<file path="src/rtl/color_seq_game.sv">
// Colour-sequence game controller: debounces the sensor colour code, checks each accepted colour
// against a target sequence, and drives the display word and buzzer. Optional macro: COLOR_SEQ_PROG_EN.
module color_seq_game #(
   parameter int                     SEQ_DEPTH   = 4,
   parameter logic [3*SEQ_DEPTH-1:0] DEFAULT_SEQ = 12'h2A3,
   parameter int                     STABLE_CYC  = 50000,
   parameter int                     TONE_HALF   = 25000,
   parameter int                     BEEP_CYC    = 5000000
) (
   input  logic       clk,
   input  logic       Reset,
   input  logic       ready_i,
   input  logic       prog_i,
   input  logic [2:0] Color,
   output logic [7:0] Data,
   output logic       Buzzer
);

   localparam int         CNT_W    = $clog2(STABLE_CYC + 1);
   localparam int         TONE_W   = $clog2(4 * TONE_HALF + 1);
   localparam int         DUR_W    = $clog2(2 * BEEP_CYC + 1);
   localparam logic [2:0] IDX_LAST = 3'(SEQ_DEPTH - 1);

   typedef enum logic [2:0] {IDLE, CHECK, BEEP, WIN, LOSE, RELEASE} state_t;

   state_t                 state_q, state_d;
   logic [2:0]             col_q, col_d;
   logic [2:0]             idx_q, idx_d;
   logic [2:0]             last_q, last_d;
   logic [1:0]             status_q, status_d;
   logic [CNT_W-1:0]       cnt_q, cnt_d;
   logic [TONE_W-1:0]      tone_q, tone_d, toneLim;
   logic [DUR_W-1:0]       dur_q, dur_d, durLim;
   logic                   buz_q, buz_d;
   logic                   stable;
   logic                   progMode;
   logic [3*SEQ_DEPTH-1:0] targetVec;
   logic [2:0]             targetCur;

`ifdef COLOR_SEQ_PROG_EN
   logic [3*SEQ_DEPTH-1:0] target_q, target_d;
   assign targetVec = target_q;
   assign progMode  = prog_i;
`else
   // prog_i stays on the pin list for board compatibility but can never select program mode
   assign targetVec = DEFAULT_SEQ;
   assign progMode  = prog_i & 1'b0;
`endif

   assign targetCur = targetVec[3*idx_q +: 3];
   assign stable    = (Color == col_q) && (col_q != 3'b000) && ready_i;
   assign toneLim   = (state_q == LOSE) ? TONE_W'(4 * TONE_HALF - 1) : TONE_W'(TONE_HALF - 1);
   assign durLim    = (state_q == BEEP) ? DUR_W'(BEEP_CYC - 1) : DUR_W'(2 * BEEP_CYC - 1);

   // Next-state and datapath logic; the accept is taken on the edge where cnt reaches STABLE_CYC
   always_comb begin
      state_d  = state_q;
      col_d    = col_q;
      cnt_d    = cnt_q;
      idx_d    = idx_q;
      last_d   = last_q;
      status_d = status_q;
      tone_d   = tone_q;
      dur_d    = dur_q;
      buz_d    = buz_q;
`ifdef COLOR_SEQ_PROG_EN
      target_d = target_q;
`endif
      case (state_q)
         IDLE: begin
            buz_d = 1'b0;
            col_d = Color;
            if (stable) begin
               cnt_d = cnt_q + CNT_W'(1);
               if (cnt_q == CNT_W'(STABLE_CYC - 1)) begin
                  state_d = CHECK;
               end
            end else begin
               cnt_d = '0;
            end
         end
         CHECK: begin
            last_d = col_q;
            tone_d = '0;
            dur_d  = '0;
            buz_d  = 1'b0;
            if (progMode) begin
`ifdef COLOR_SEQ_PROG_EN
               target_d[3*idx_q +: 3] = col_q;
`endif
               idx_d    = (idx_q == IDX_LAST) ? 3'd0 : idx_q + 3'd1;
               status_d = 2'b11;
               state_d  = BEEP;
            end else if (col_q == targetCur) begin
               if (idx_q == IDX_LAST) begin
                  status_d = 2'b01;
                  state_d  = WIN;
               end else begin
                  idx_d    = idx_q + 3'd1;
                  status_d = 2'b00;
                  state_d  = BEEP;
               end
            end else begin
               status_d = 2'b10;
               state_d  = LOSE;
            end
         end
         // All tone states share the square-wave generator; only half-period and length differ
         BEEP, WIN, LOSE: begin
            if (tone_q == toneLim) begin
               tone_d = '0;
               buz_d  = ~buz_q;
            end else begin
               tone_d = tone_q + TONE_W'(1);
            end
            if (dur_q == durLim) begin
               tone_d  = '0;
               dur_d   = '0;
               buz_d   = 1'b0;
               state_d = RELEASE;
               if (state_q != BEEP) begin
                  idx_d    = 3'd0;
                  status_d = 2'b00;
               end
            end else begin
               dur_d = dur_q + DUR_W'(1);
            end
         end
         // col_q keeps tracking the sensor here so a removed colour is seen before re-arming
         RELEASE: begin
            buz_d = 1'b0;
            col_d = Color;
            if ((col_q == 3'b000) || !ready_i) begin
               cnt_d   = '0;
               state_d = IDLE;
            end
         end
         default: begin
            state_d = IDLE;
         end
      endcase
   end

   // State register with synchronous active-low reset that also reloads the target sequence
   always_ff @(posedge clk) begin
      if (!Reset) begin
         state_q  <= IDLE;
         col_q    <= 3'b000;
         cnt_q    <= '0;
         idx_q    <= 3'd0;
         last_q   <= 3'b000;
         status_q <= 2'b00;
         tone_q   <= '0;
         dur_q    <= '0;
         buz_q    <= 1'b0;
`ifdef COLOR_SEQ_PROG_EN
         target_q <= DEFAULT_SEQ;
`endif
      end else begin
         state_q  <= state_d;
         col_q    <= col_d;
         cnt_q    <= cnt_d;
         idx_q    <= idx_d;
         last_q   <= last_d;
         status_q <= status_d;
         tone_q   <= tone_d;
         dur_q    <= dur_d;
         buz_q    <= buz_d;
`ifdef COLOR_SEQ_PROG_EN
         target_q <= target_d;
`endif
      end
   end

   assign Data   = {status_q, idx_q, last_q};
   assign Buzzer = buz_q;

endmodule

</file>
<file path="config.mk">
export PLATFORM = sky130hd
export DESIGN_NAME = color_seq_game
export DESIGN_NICKNAME = d
export VERILOG_FILES = /design/src/rtl/color_seq_game.sv
export SDC_FILE = /design/constraint.sdc
export NUM_CORES = 1
export LEC_CHECK = 0
export CORE_MARGIN = 4
export CORE_UTILIZATION = 50
export CTS_BUF_LIST = sky130_fd_sc_hd__clkbuf_16
export DETAILED_ROUTE_END_ITERATION = 10
export PLACE_DENSITY = 0.71
export SYNTH_ARGS = -nofsm -noshare
export SYNTH_HDL_FRONTEND = slang
export SYNTH_SLANG_ARGS = --single-unit
</file>
<file path="constraint.sdc">
create_clock -name clk -period 4.25 [get_ports clk]
set_clock_uncertainty 0.1 [all_clocks]
set_input_delay 0.85 -clock clk [delete_from_list [all_inputs] [get_ports clk]]
set_output_delay 0.85 -clock clk [all_outputs]
set_load 0.005 [all_outputs]
</file>
# Word level (Yosys, flattened, before mapping)
# Cells that the tools add are included.
# Widths: inputs -> output; s select.
[op_classes] add_sub_neg=4 multipliers=1 div=0 order_cmp=0 n_eq_ne=20 shifts=1 mux=30 n_bitwise=1 reduce_logical=18
[op_table] operator="$mux 17" count=3
[op_table] operator="$mux 24" count=2
[op_table] operator="$pmux 24 s2" count=1
[op_table] operator="$pmux 17 s2" count=1
[op_table] operator="$mux 16" count=2
[op_table] operator="$pmux 16 s2" count=1
[op_table] operator="$mux 3" count=9
[op_table] operator="$add 24x1->24 const B" count=1
[op_table] operator="$eq 24x24->1" count=1
[op_table] operator="$add 17x1->17 const B" count=1
[op_table] operator="$eq 17x17->1" count=1
[op_table] operator="$add 16x1->16 const B" count=1
[op_table] operator="$eq 16x16->1 const B" count=1
[op_table] operator="$ne 2x2->1 const B" count=7
[op_table] operator="$pmux 3 s4" count=1
[op_table] operator="$shiftx 12x6->3 const A" count=1
[op_table] operator="$eq 3x2->1 const B" count=3
[op_table] operator="$eq 3x3->1" count=2
[op_table] operator="$eq 3x3->1 const B" count=2
[op_table] operator="$logic_not 3->1" count=2
[op_table] operator="$mux 2" count=3
[op_table] operator="$pmux 3 s2" count=1
[op_table] operator="$reduce_bool 2->1" count=3
[op_table] operator="$reduce_or 3->1" count=2
[op_table] operator="other kinds (18)" count=23
[word_totals] reg_bits=72 latch_bits=0 ramBits=0 romBits=0 inputBits=7 wordCells=84 mem_count=0

# Depth between registers and ports, before layout
[depth] depth_word=6 mapped_depth=9

# Least setup slack after synthesis
# No wires, ideal clock.
[synth_path] path_kind="register to register" startpoint="reg state_q[0]" endpoint="reg dur_q[3]" t_arrival_ns=2.187 required_ns=4.031 slack_ns=1.844 path_stages_with_launch=10 path_buffers=3 period_less_slack_ns=2.406 cell_sequence="dfxtp_1 -> buf_2 -> or3b_1 -> nand4b_4 -> a2111oi_4 -> or2_2 -> buf_2 -> buf_4 -> nor2_1 -> o221a_2"
[synth_via] elab_chain_cells=5 word_cells_on_any_way=10 cone_classes="eq/ne (5); mux (3); reduce/logical (2)"
[synth_rtl] element="start, declared" line="26" source="state_t state_q, state_d;"
[synth_rtl] element="start signal, assigned" line="160" source="state_q <= state_d;"
[synth_rtl] element="$eq 3x2->1" line="53, 69"
[synth_rtl] element="$mux 24" line="53" source="assign durLim = (state_q == BEEP) ? DUR_W'(BEEP_CYC - 1) : DUR_W'(2 * BEEP_CYC - 1);"
[synth_rtl] element="$eq 24x24->1" line="116" source="if (dur_q == durLim) begin"
[synth_rtl] element="$mux 24" line="116"
[synth_rtl] element="$pmux 24 s2" line="69" source="case (state_q)"
[synth_rtl] element="end signal, assigned" line="167" source="dur_q <= dur_d;"
[synth_rtl] element="end, declared" line="33" source="logic [DUR_W-1:0] dur_q, dur_d, durLim;"
# Several ways; a longest one is shown, not always the timed one.
# A chain may end at the register's enable or synchronous reset.

# Worst setup path after layout
[layout_path] startpoint="reg state_q[1]" endpoint="reg dur_q[16]"
# Same word-level chain as after synthesis.

==> impl_metrics.csv <==
group,metric,value,unit
timing,finalCritPeriodShare,76.0,%
cells_and_area,final_cell_mix,"dfxtp_1, nand2_1, nor2_1",
clock_network,cts_resized,0,
drt,first_iter_violations,238,
floorplanning,core,7770,um^2
logic_synthesis,async_flop_share,0,%
job,cap_violations,0,
logic_synthesis,synth_top_area_share,35.8,%
drt,num_vias,3665,
place,numPortBuffers,14,
cells_and_area,layout-drive-gt1-share,7.28,%
worst_setup_path,path_max_fanout,17,
worst_setup_path,worst_ep_arrival_time,3360,ps
floorplanning,io_pins,16,
logic_synthesis,synth_edf_count,0,
worst_setup_path,crit_cells,8,
timing,max_freq,310,MHz
grt,grt_pass1_vias,3347,
timing,fin_tns_setup,0,ps
cells_and_area,layout.nets,518,
clock_network,cts_buffer_depth,2,
cells_and_area,diodes,0,
grt,grt_pass1_wl,15800,um
floorplanning,die_y,97.7,um
cells_and_area,fill_cells,705,
clock_network,clk_pin_slew_worst_paths,60,ps
drt,drc,0,
worst_setup_path,crit_slowest_cell,"nor2_1",
timing,hold_viol,0,
drt,post_drt_wl_per_cell,14.9,um
place,hpwlAfterDp,6200,um
timing,period_minus_slack,3230,ps
pwr,peakVddDrop,206,uV
worst_setup_path,critPathMaxStageDelay,780,ps
worst_setup_path,end_kind,"register",
pwr,cellLeakagePower,1.54,nW
drt,finalWirelength,9100,um
min_path,hold_depth,2,
clock_network,ctsHoldBuffers,0,
logic_synthesis,synth_area,4020,um^2
clock_network,htreeDepth,3,
pwr,powerDensity,305,nW/um^2
cells_and_area,final_common_cell,"dfxtp_1",
logic_synthesis,postSynthCellCount,499,
outcome,run_status,"finished, final reports clean",
worst_setup_path,critPathBufInv,2,
clock_network,cts_root_buf,"clkbuf_16",
grt,grt_overflow,0,
grt,gr-usage-all-layers,19.5,%
clock_network,cts_tree,"done",
worst_setup_path,critPathKind,"reg2reg",
logic_synthesis,syn-num-nets,514,
timing,setup_viol,0,
logic_synthesis,yosysWarningCount,0,
worst_setup_path,path_delay_family,"simple AND/OR/NAND/NOR gates",
logic_synthesis,synth_area_leaders,"dfxtp_1, nand2_1, nand3_1",
logic_synthesis,ys_types,62,
worst_setup_path,timing.critical_path.mode_cell,"buf_4",
grt,antenna_found_initial,0,
timing,rsz0062_at_grt,"no",
logic_synthesis,ys_seq_area_share,35.8,%
logic_synthesis,synth-seq-cells,72,
floorplanning,placementRows,32,
cells_and_area,design_area,4500,um^2
timing,holdWs,357,ps
floorplanning,die_w,97.7,um
worst_setup_path,worst_r2r_path_depth,8,
cells_and_area,area_growth,11.7,%
min_path,hold_path.class,"reg2reg",
logic_synthesis,yosys.area.top_type,"dfxtp_1",
worst_setup_path,critPathRequiredTime,4380,ps
logic_synthesis,synth-main-ff-cell,"dfxtp_1",
worst_setup_path,crit_path_start_kind,"register",
timing,worst_pin_slew,1020,ps
drt,via_per_inst,6.01,
clock_network,clock-sinks,72,
clock_network,post_cts.repair.setup_buffers,0,
grt,grt_max_degree,32,
clock_network,cts_inserted_buffers,9,
logic_synthesis,syn_avg_cell_area,8.06,um^2
drt,first_pass_iters,4,
timing,max_slew_margin,31.5,%
clock_network,clock_latency,330,ps
place,place_area,4240,um^2
floorplanning,die_area,9550,um^2
worst_setup_path,crit_chain,"or3b_1 > nand4b_1 > a2111oi_4 > buf_4 > nor2_1 > buf_4 > a41oi_1 > a311oi_1",
timing,maxSlewViolCount,0,
place,globalplace.congestion,0.809,
drt,final_antenna_net_count,0,
floorplanning,initial_core_util,51.8,%
==> routing by layer <==
layer / up-vias / part of all wire, % / GRT usage, %
met2: 76 / 46 / 30.9
met1: 1726 / 48 / 26.3
met5: - / 0 / 0
met3: 17 / 4.2 / 3.88
met4: 0 / 1.7 / 6.92
li1: 1846 / - / -
==> worst reg2reg max path, delay by kind of cell (launching register included) <==
kind / cells / cell delay [ps]
AOI/OAI and AO/OA: 3 / 480
buffers and inverters: 2 / 530
DFF: 1 / 620
and+or+nand+nor: 3 / 1400
==> through the flow <==
step                power (mW)  worst slack (ps)  std cells  util [%]
floorplan                0.713              1840        499         -
global placement         0.725              1070        594      54.6
detailed placement       0.725              1010        594      54.6
CTS                       1.39               989        610      57.9
global route              1.42               750        610      57.9
finish                    1.37              1020        610      57.9
==> state kept, by name (all words and copies together) (netlist names) <==
name	count
idx_q	3
Buzzer	1
cnt_q	16
col_q	3
status_q	2
state_q	3
last_q	3
dur_q	24
tone_q	17
==> report_power, final <==
part           switching, mW  internal (mW)  total, mW
sequential           0.00372          0.677      0.681
clock                  0.278          0.384      0.662
combinational         0.0174         0.0125     0.0299
total                  0.299           1.07       1.37
==> cell families (layout without fill, tap and decap cells) <==
group / after synthesis / count (layout) / synth area share [%]
AND/OR/NAND/NOR: 243 / 243 / 31.5
buffers and inverters: 39 / 48 / 4.07
adder cells (fa/ha/maj): 8 / 8 / 2.49
multiplexers: 5 / 5 / 1.24
XOR/XNOR: 24 / 24 / 5.22
flip-flops: 72 / 72 / 35.8
AO/OA/AOI/OAI: 108 / 108 / 19.7
==> Yosys cell counts (8+ instances only) <==
| cell | count |
|---|---|
| dfxtp_1 | 72 |
| nand2_1 | 60 |
| nor2_1 | 48 |
| nand3_1 | 40 |
| a21oi_1 | 25 |
| clkbuf_1 | 21 |
| nor3_1 | 16 |
| o21ai_0 | 12 |
| xnor2_1 | 12 |
| xor2_1 | 12 |
| and3_1 | 11 |
| inv_1 | 10 |
| nand4_1 | 9 |
| nor2b_1 | 9 |
| ha_1 | 8 |
==> final cells by class <==
type | count | area, um^2 | share of cell area [%]
tap | 102 | 128 | 2.84
multi-input combinational | 388 | 2430 | 54.1
inverter | 10 | 37.5 | 0.835
clock inverter | 7 | 31.3 | 0.696
timing repair buffer | 22 | 200 | 4.45
clock buffer | 9 | 225 | 5.01
sequential | 72 | 1440 | 32.1
==> worst paths after layout <==
| kind | startpoint | end | slack [ps] |
|---|---|---|---|
| max | state_q[1]$_SDFFE_PN0P_ | dur_q[16]$_SDFFE_PN0P_ | 1020 |
| min | last_q[2]$_SDFFE_PN0P_ | last_q[2]$_SDFFE_PN0P_ | 360 |
| max reg2reg | state_q[1]$_SDFFE_PN0P_ | dur_q[16]$_SDFFE_PN0P_ | 1020 |
| min reg2reg | last_q[2]$_SDFFE_PN0P_ | last_q[2]$_SDFFE_PN0P_ | 360 |
No activity file was read; power rests on OpenSTA's default activity.
